[config.mk]
export PLATFORM = sky130hd
export DESIGN_NAME = sc_stream_gen
export DESIGN_NICKNAME = d
export VERILOG_FILES = /design/src/rtl/sc_pkg.sv /design/src/rtl/sc_debruijn_lfsr.sv /design/src/rtl/sc_stream_gen.sv
export SDC_FILE = /design/constraint.sdc
export NUM_CORES = 1
export LEC_CHECK = 0
export ABC_AREA = 1
export ABC_CLOCK_PERIOD_IN_PS = 4700
export BUFFER_PORTS_ARGS = -buffer_cell sky130_fd_sc_hd__buf_4
export CORE_MARGIN = 4
export CORE_UTILIZATION = 51
export DETAILED_ROUTE_END_ITERATION = 10
export MAX_ROUTING_LAYER = met4
export PLACE_DENSITY = 0.76
export SETUP_SLACK_MARGIN = 0.15
export SYNTH_ARGS = -nofsm -noshare
export SYNTH_HDL_FRONTEND = slang
export SYNTH_HIERARCHICAL = 1
export SYNTH_SLANG_ARGS = --single-unit
[constraint.sdc]
create_clock -name clock -period 4.7 [get_ports clock]
set_input_delay 0.47 -clock clock [delete_from_list [all_inputs] [get_ports clock]]
set_output_delay 0.47 -clock clock [all_outputs]
set_load 0.005 [all_outputs]
[src/rtl/sc_pkg.sv]
// sc_pkg: shared constants, state type and helpers for the stochastic-computing datapath
package sc_pkg;
  localparam int SC_N = 12;
  localparam int SC_POW2N = 4096;
  localparam logic [SC_N-1:0] SC_TAPS = 12'hE08;
  typedef enum logic {IDLE, RUN} sc_gen_state_t;
  function automatic logic [SC_N:0] sat_prob(input logic [SC_N:0] p);
    return (p > (SC_N+1)'(SC_POW2N)) ? (SC_N+1)'(SC_POW2N) : p;
  endfunction
endpackage

[src/rtl/sc_debruijn_lfsr.sv]
// sc_debruijn_lfsr: zero-inserting Fibonacci LFSR visiting all 2^N states per period
module sc_debruijn_lfsr import sc_pkg::*; #(
  parameter int N = SC_N,
  parameter logic [N-1:0] TAPS = SC_TAPS,
  parameter logic [N-1:0] INIT = '0
) (
  input  logic         clock,
  input  logic         reset,
  input  logic         load,
  input  logic [N-1:0] seed,
  input  logic         advance,
  output logic [N-1:0] r
);
  logic [N-1:0] r_q, r_d;
  logic fb;
  // Feedback with the NOR term splices the all-zero state into the maximal cycle
  always_comb begin
    fb = ^(r_q & TAPS) ^ ~|r_q[N-2:0];
    r_d = load ? seed : advance ? {r_q[N-2:0], fb} : r_q;
  end
  // State register
  always_ff @(posedge clock or posedge reset)
    if (reset) r_q <= INIT;
    else r_q <= r_d;
  assign r = r_q;
endmodule

[src/rtl/sc_stream_gen.sv]
// sc_stream_gen: binary-to-stochastic encoder producing exact-count unipolar bitstreams
module sc_stream_gen import sc_pkg::*; #(
  parameter int N = SC_N,
  parameter int CHANNELS = 4,
  parameter logic [N-1:0] SEED = 'h001,
  parameter logic [N-1:0] TAPS = SC_TAPS
) (
  input  logic                      clock,
  input  logic                      reset,
  input  logic                      start,
  input  logic [CHANNELS*(N+1)-1:0] in,
  output logic [CHANNELS-1:0]       stream,
  output logic                      valid,
  output logic                      busy,
  output logic                      done
);
  sc_gen_state_t state_q, state_d;
  logic [N-1:0] cnt_q, cnt_d, r;
  logic [CHANNELS-1:0][N:0] hold_q, hold_d;
  logic [CHANNELS-1:0] cmp;
  logic load, advance;

  function automatic logic [N-1:0] rotl(input logic [N-1:0] x, input int s);
    logic [2*N-1:0] w;
    w = {x, x} << s;
    return w[2*N-1:N];
  endfunction

  sc_debruijn_lfsr #(.N(N), .TAPS(TAPS), .INIT(SEED)) u_lfsr (
    .clock(clock),
    .reset(reset),
    .load(load),
    .seed(SEED),
    .advance(advance),
    .r(r)
  );

  // Frame sequencing: latch saturated inputs on start, then run exactly 2^N cycles
  always_comb begin
    state_d = state_q;
    cnt_d = cnt_q;
    hold_d = hold_q;
    load = 1'b0;
    advance = 1'b0;
    if (state_q == IDLE) begin
      if (start) begin
        state_d = RUN;
        cnt_d = '0;
        load = 1'b1;
        for (int k = 0; k < CHANNELS; k++) hold_d[k] = sat_prob(in[k*(N+1) +: N+1]);
      end
    end else begin
      advance = 1'b1;
      cnt_d = cnt_q + 1'b1;
      state_d = &cnt_q ? IDLE : RUN;
    end
  end

  // State, frame counter and hold registers
  always_ff @(posedge clock or posedge reset)
    if (reset) begin
      state_q <= IDLE;
      cnt_q <= '0;
      hold_q <= '0;
    end else begin
      state_q <= state_d;
      cnt_q <= cnt_d;
      hold_q <= hold_d;
    end

  // Per-channel rotated LFSR value against the held probability
  always_comb begin
    for (int k = 0; k < CHANNELS; k++) cmp[k] = {1'b0, rotl(r, k*N/CHANNELS)} < hold_q[k];
  end

  assign valid = state_q == RUN;
  assign busy = valid;
  assign done = valid && &cnt_q;
  assign stream = valid ? cmp : '0;
endmodule

### Yosys cells after proc, flatten, opt, wreduce, memory -nomap -nowiden

Cells that the tools add are included.

| word-level totals | value |
|---|---|
| word-level logic and storage cells | 40 |
| register bits after elaboration | 77 |
| bits of input ports | 55 |

| operators by class | value |
|---|---|
| $lt $le $gt $ge | 8 |
| $add $sub $neg | 1 |
| reduce and logical (&&, ||, !) cells | 8 |
| mux-type cells | 14 |
| bitwise gates (word level) | 2 |

Operator list:

| cell | count |
|---|---|
| > comparator 13 bit (second input constant) | 4 |
| less-than comparator 12 x 13 -> 1 bit | 4 |
| 2-to-1 mux 13 bit | 4 |
| 2-to-1 mux 12 bit | 4 |
| adder 12 x 1 -> 12 bit (second input constant) | 1 |
| AND reduction 12 bit | 1 |
| parity 12 bit | 1 |
| OR reduction 11 bit | 1 |
| 2-to-1 mux 1 bit | 5 |
| 2-to-1 mux 4 bit | 1 |
| nonzero test 2 bit | 2 |
| AND reduction 2 bit | 1 |
| logical AND 1 bit | 1 |
| logical NOT 1 bit | 1 |
| inverter 1 bit | 1 |
| XOR 1 bit | 1 |

### Longest topological paths before layout

| depth | value |
|---|---|
| depth after elaboration | 5 |
| mapped depth | 9 |
| depth with buffers taken out | 9 |

### By module

The synthesis kept the hierarchy.

Modules (own cells, without submodules):

| module | sequential area each (um^2) | cells each | area an instance (um^2) | times used |
|---|---|---|---|---|
| sc_stream_gen | 1,626.6 | 692 | 4,518.1 | 1 |
| sc_debruijn_lfsr | 301.5 | 95 | 668.1 | 1 |

### Worst setup path after synthesis

No wires, ideal clock.

| timing path | value |
|---|---|
| path kind | reg2out |
| start point | reg u_lfsr.r_q[0] (netlist: u_lfsr/r[0]) |
| end point | out stream[1] |
| path buffers | 0 |
| arrival | 1.185 ns |
| path slack | 3.045 ns |
| cell stages (with the launch flop) | 9 |
| cell sequence | dfstp_2 ha_1 nand2_1 inv_1 nand2_1 nand2_1 nor2_1 nor2_1 nor2_1 |

| between the ends | value |
|---|---|
| cells in the longest elaborated chain, start to end | 2 |

Ends and longest elaborated chain:

| item | line | RTL |
|---|---|---|
| from (decl) | sc_debruijn_lfsr.sv:14 | `logic [N-1:0] r_q, r_d;` |
| from (signal assigned) | sc_debruijn_lfsr.sv:24 | `else r_q <= r_d;` |
| less-than comparator 12 x 13 -> 1 bit | sc_stream_gen.sv:73 | `for (int k = 0; k < CHANNELS; k++) cmp[k] = {1'b0, rotl(r, k*N/CHANNELS)} < hold_q[k];` |
| 2-to-1 mux 4 bit | sc_stream_gen.sv:79 | `assign stream = valid ? cmp : '0;` |
| to (decl) | sc_stream_gen.sv:12 | `output logic [CHANNELS-1:0] stream,` |

No other way between the ends.

### Worst setup path in the final report

| timing path | value |
|---|---|
| start point | reg state_q (netlist: busy) |
| end point | out done |

| between the ends | value |
|---|---|
| cells in the longest elaborated chain, start to end | 1 |

Ends and longest elaborated chain:

| item | line | RTL |
|---|---|---|
| from (decl) | sc_stream_gen.sv:17 | `sc_gen_state_t state_q, state_d;` |
| from (signal assigned) | sc_stream_gen.sv:66 | `state_q <= state_d;` |
| logical AND 1 bit | sc_stream_gen.sv:78 | `assign done = valid && &cnt_q;` |
| to (decl) | sc_stream_gen.sv:15 | `output logic done` |

No other way between the ends.

==> reports/summary.md <==
Summed over all nets, the switching power comes to 0.00111 W. Once placement completed, the tool counted placed cells totaling 973. The sequential cell area came out at 0.00193 mm2.

The clock-pin slew on the worst setup and hold paths was 0.08 ns; the total vias in the final route was 4685. The detail route stage leaves a number of antenna-violating nets equal to 0. For the max-slew violation count, the log shows 0.

Post-CTS timing repair inserted 0 buffers for setup. Entering global routing, the biggest net connects 66 pins. The run gives 43.2% as the headroom to the max-slew limit. In this run the horizontal extent of the chip is 109 um. The first routing iteration left 231 violations. The congestion estimate from routability-driven global placement came to 0.900. TritonCTS built the clock tree.

For the pin with the worst max-slew slack, the measured transition is 0.850 ns. Of all nets on the critical path, the largest fanout is 14. In the routed design, unresolved DRC markers number 0. The routed length per instance is 11.6 um, and the total I/O pin count is 62. Of the total power, the share spent switching nets is 41.3%. The routed design has 11500 um of wire. Compared with the post-synthesis result, the final layout area differs by 14.1%. Following the worst setup path forward leads to its endpoint at done.

Sequential cells account for 40.5% of the total power. The worst register-to-register path ends at hold_q[41]$_DFFE_PP0P_. The class of the worst hold path is in -> async.

The TritonCTS buffer count is 9, and the insertion delay to the later sink of the worst-skew pair is 0.36 ns. Between clock sinks in the finished design, the worst skew comes to 0.00554 ns. Of the cells placed in the final design, the portion with a size suffix greater than 1 is 10.3%. The analysis attributes to cell leakage a power of 3.47 nW.

The worst setup path is captured at an output port. After floorplanning, the core was sized to cover 0.00982 mm2. The run gives 0 as the number of antenna violations at the first check in global routing.

Sequential cell area fraction in the yosys report: 37.2%. The multi-input combinational cells in the finished layout cover a total of 0.00262 mm2. After the last flow step, the layout net total stands at 951. The combinational power share was 40.8%; the achievable clock frequency was 0.406 GHz.

The number of cells on the worst reg-to-reg path is 6. VDD sags by at most 298 uV. The H-tree depth reported by CTS was 3; the cell count after synthesis was 787. In this run the tool buffered the top-level ports with 61 buffer cells. The total clock sinks is 77.

The worst setup path is of the reg -> out kind. The fraction of synthesized cell area in xor and xnor cells was 0.169%; the number of placement rows was 36. The internal portion of total power is 0.00157 W, and the multiplexer share of the synthesized area is 0%. The mean number of vias per cell is 4.74, and the synthesized-area fraction occupied by ao, oa, aoi and oai cells is 3.45%.

The fraction of power consumed by the clock network is 18.7%, and the remaining global-route overflow is 0. In this run the critical register-to-register path is launched from busy$_DFF_PP0_. Setup total negative slack on the finished layout was measured at 0 ns.

For the hold buffer count at cts, the log shows 0. Dividing total power by cell area gives a power density of 453 mW/mm2. The first detailed-routing pass ran for 5 iterations. Summing the areas of all and, or, nand and nor instances in the mapped netlist gives 35.2% of the synthesized area. The setup check on the worst reg-to-reg path leaves a slack of 2.24 ns. The vertical extent of the die works out to 109 um. 0 antenna diodes ended up in the layout. The number of global-route vias before repair was 4504. A synthesized cell averages 6.59 um2.

The worst setup path is launched from a flop. The design draws 0.00268 W. Setup repair after global routing left no endpoint under its margin. The number of distinct standard cells referenced by the synthesized netlist is 24, and the post-route non-filler standard cell count is 989. The worst path uses 52.4% of the clock period. The cell sitting at the root of the clock tree is a clkbuf_8. The layout has 1001 filler cells. At the worst endpoint, the required time is 4.23 ns.

Beginning of the critical path: busy$_DFF_PP0_. For this run, the number of Yosys warnings is 6. The number of endpoints with negative hold slack in the final report came out at 0. The clock passes through at most 2 buffers. The minimum period implied by the final worst setup slack was 2.46 ns. Counting flops and latches in the post-synthesis netlist gives 77.

The flow ran to the end, and the final reports show no timing, DRC or antenna violations. The detailed-placement wirelength estimate was 8430 um. By area, the combinational part of the netlist is dominated by simple AND/OR/NAND/NOR gates. The first global-routing pass estimated 20100 um of wire.

The arithmetic-cell share of the synthesized area counting full adders, half adders and majority gates came out at 10.9%. Setup violations remaining at the end of the flow were counted as 0. The run gives 22.0% as the overall fraction of global-route tracks in use.

The run gives 1.99 ns as the worst path arrival time. Across the run, the number of max-cap violations was 0. In this run, post-CTS repair resized a total of 0 instances.

The area enclosed by the die boundary is 0.0118 mm2. After synthesis the cells add up to 0.00519 mm2. The initial cell density of the core is 52.8%.
[power groups by stage]
stage | combinational (W) | clock (W) | sequential (W)
5_1_grt | 0.00131 | 0.000545 | 0.00112
4_1_cts | 0.00110 | 0.000517 | 0.00109
3_5_place_dp | 0.00109 | 0 | 0.00110
2_1_floorplan | 0.000833 | 0 | 0.000994
3_3_place_gp | 0.00102 | 0 | 0.00110
6_report | 0.00109 | 0.000502 | 0.00109
[metrics by stage]
stage / util (%) / setup WS [ns] / hold WS [ns] / instance area, um2
floorplan: - / 2.60 / 0.334 / 5220
global placement: 58.3 / 2.37 / 0.466 / 5730
detailed placement: 58.3 / 2.24 / 0.468 / 5730
CTS: 60.3 / 2.20 / 0.131 / 5920
global route: 60.3 / 1.97 / 0.152 / 5920
finish: 60.3 / 2.24 / 0.139 / 5920
[layout make-up]
| type | count | area share, % |
|---|---|---|
| flip-flops and latches | 77 | 32.6 |
| clock buffers | 11 | 2.39 |
| well taps | 133 | 2.81 |
| inverters | 143 | 9.07 |
| repair buffers | 63 | 7.99 |
| multi-input cells | 557 | 44.3 |
| clock inverters | 5 | 0.846 |
[sequential cells by signal (all words and copies together) (netlist names)]
register,cells
busy,1
hold_q,52
u_lfsr/r,12
cnt_q,12
[worst max-delay path, cell delays in order, from the launching register on]
cell and delay (ns):
dfrtp_1 0.71, nand3_1 0.21, nor2_2 0.27, nand2_1 0.10
nor2_1 0.19, buf_4 0.15
[worst min path at each step]
stage / startpoint / to / slack [ns] / cells past startpoint
2_1_floorplan: reset / u_lfsr/r[10]$_DFFE_PP0P_ / 0.33 / 1
3_3_place_gp: hold_q[34]$_DFFE_PP0P_ / hold_q[34]$_DFFE_PP0P_ / 0.47 / 2
3_5_place_dp: hold_q[35]$_DFFE_PP0P_ / hold_q[35]$_DFFE_PP0P_ / 0.47 / 2
4_1_cts: reset / u_lfsr/r[10]$_DFFE_PP0P_ / 0.13 / 2
5_1_grt: reset / u_lfsr/r[6]$_DFFE_PP0P_ / 0.15 / 2
6_report: reset / u_lfsr/r[10]$_DFFE_PP0P_ / 0.14 / 2
[Yosys cell counts]
master	instances	share of area [%]
nand2_1	313	23
inv_1	141	10
nor2_1	118	8.5
dfrtp_1	76	37
ha_1	45	11
nand3_1	22	2.1
a21oi_1	15	1.4
buf_2	13	1.3
o21ai_0	10	0.97
buf_6	5	1.1
nand4_1	4	0.48
nor2_2	4	0.48
a22oi_1	3	0.43
nor3_1	3	0.29
o211ai_1	3	0.43
buf_4	2	0.29
conb_1	2	0.14
inv_2	2	0.14
a22o_1	1	0.17
dfstp_2	1	0.51
nand2_2	1	0.12
nand3b_1	1	0.14
nor2_8	1	0.39
xnor2_1	1	0.17
[layout by cell type (no fill, tap or decap)]
cell         n
ha_1        45
a22oi_1      3
nor2_8       1
nor3_1       3
nand4_1      4
o21ai_0     10
inv_2        3
nand2_2      1
conb_1      12
nor2_1     118
clkinv_2     4
inv_1      140
clkbuf_8    10
nand3b_1     1
a21oi_1     15
xnor2_1      1
dfstp_2      1
dfrtp_1     76
a22o_1       1
buf_4       63
o211ai_1     3
bufinv_16    1
nor2_2       4
nand2_1    313
clkbuf_1     1
nand3_1     22
[cell families (layout without fill, tap and decap cells)]
kind of cell,Yosys count,count (layout)
AOI/OAI and AO/OA,32,32
DFF,77,77
adders and majority gates,45,45
and+or+nand+nor,467,467
buffers and inverters,163,222
other,2,12
xor gates and xnor gates,1,1
[layer usage]
metal / share of wire (%) / GRT usage, % / vias to the layer above
li1: - / - / 2447
met1: 45 / 27.3 / 2120
met2: 49 / 36.1 / 100
met3: 4.5 / 4.85 / 18
met4: 1.8 / 6.58 / 0
met5: 0 / - / -
Note: power is estimated with default switching activity, not from simulation.
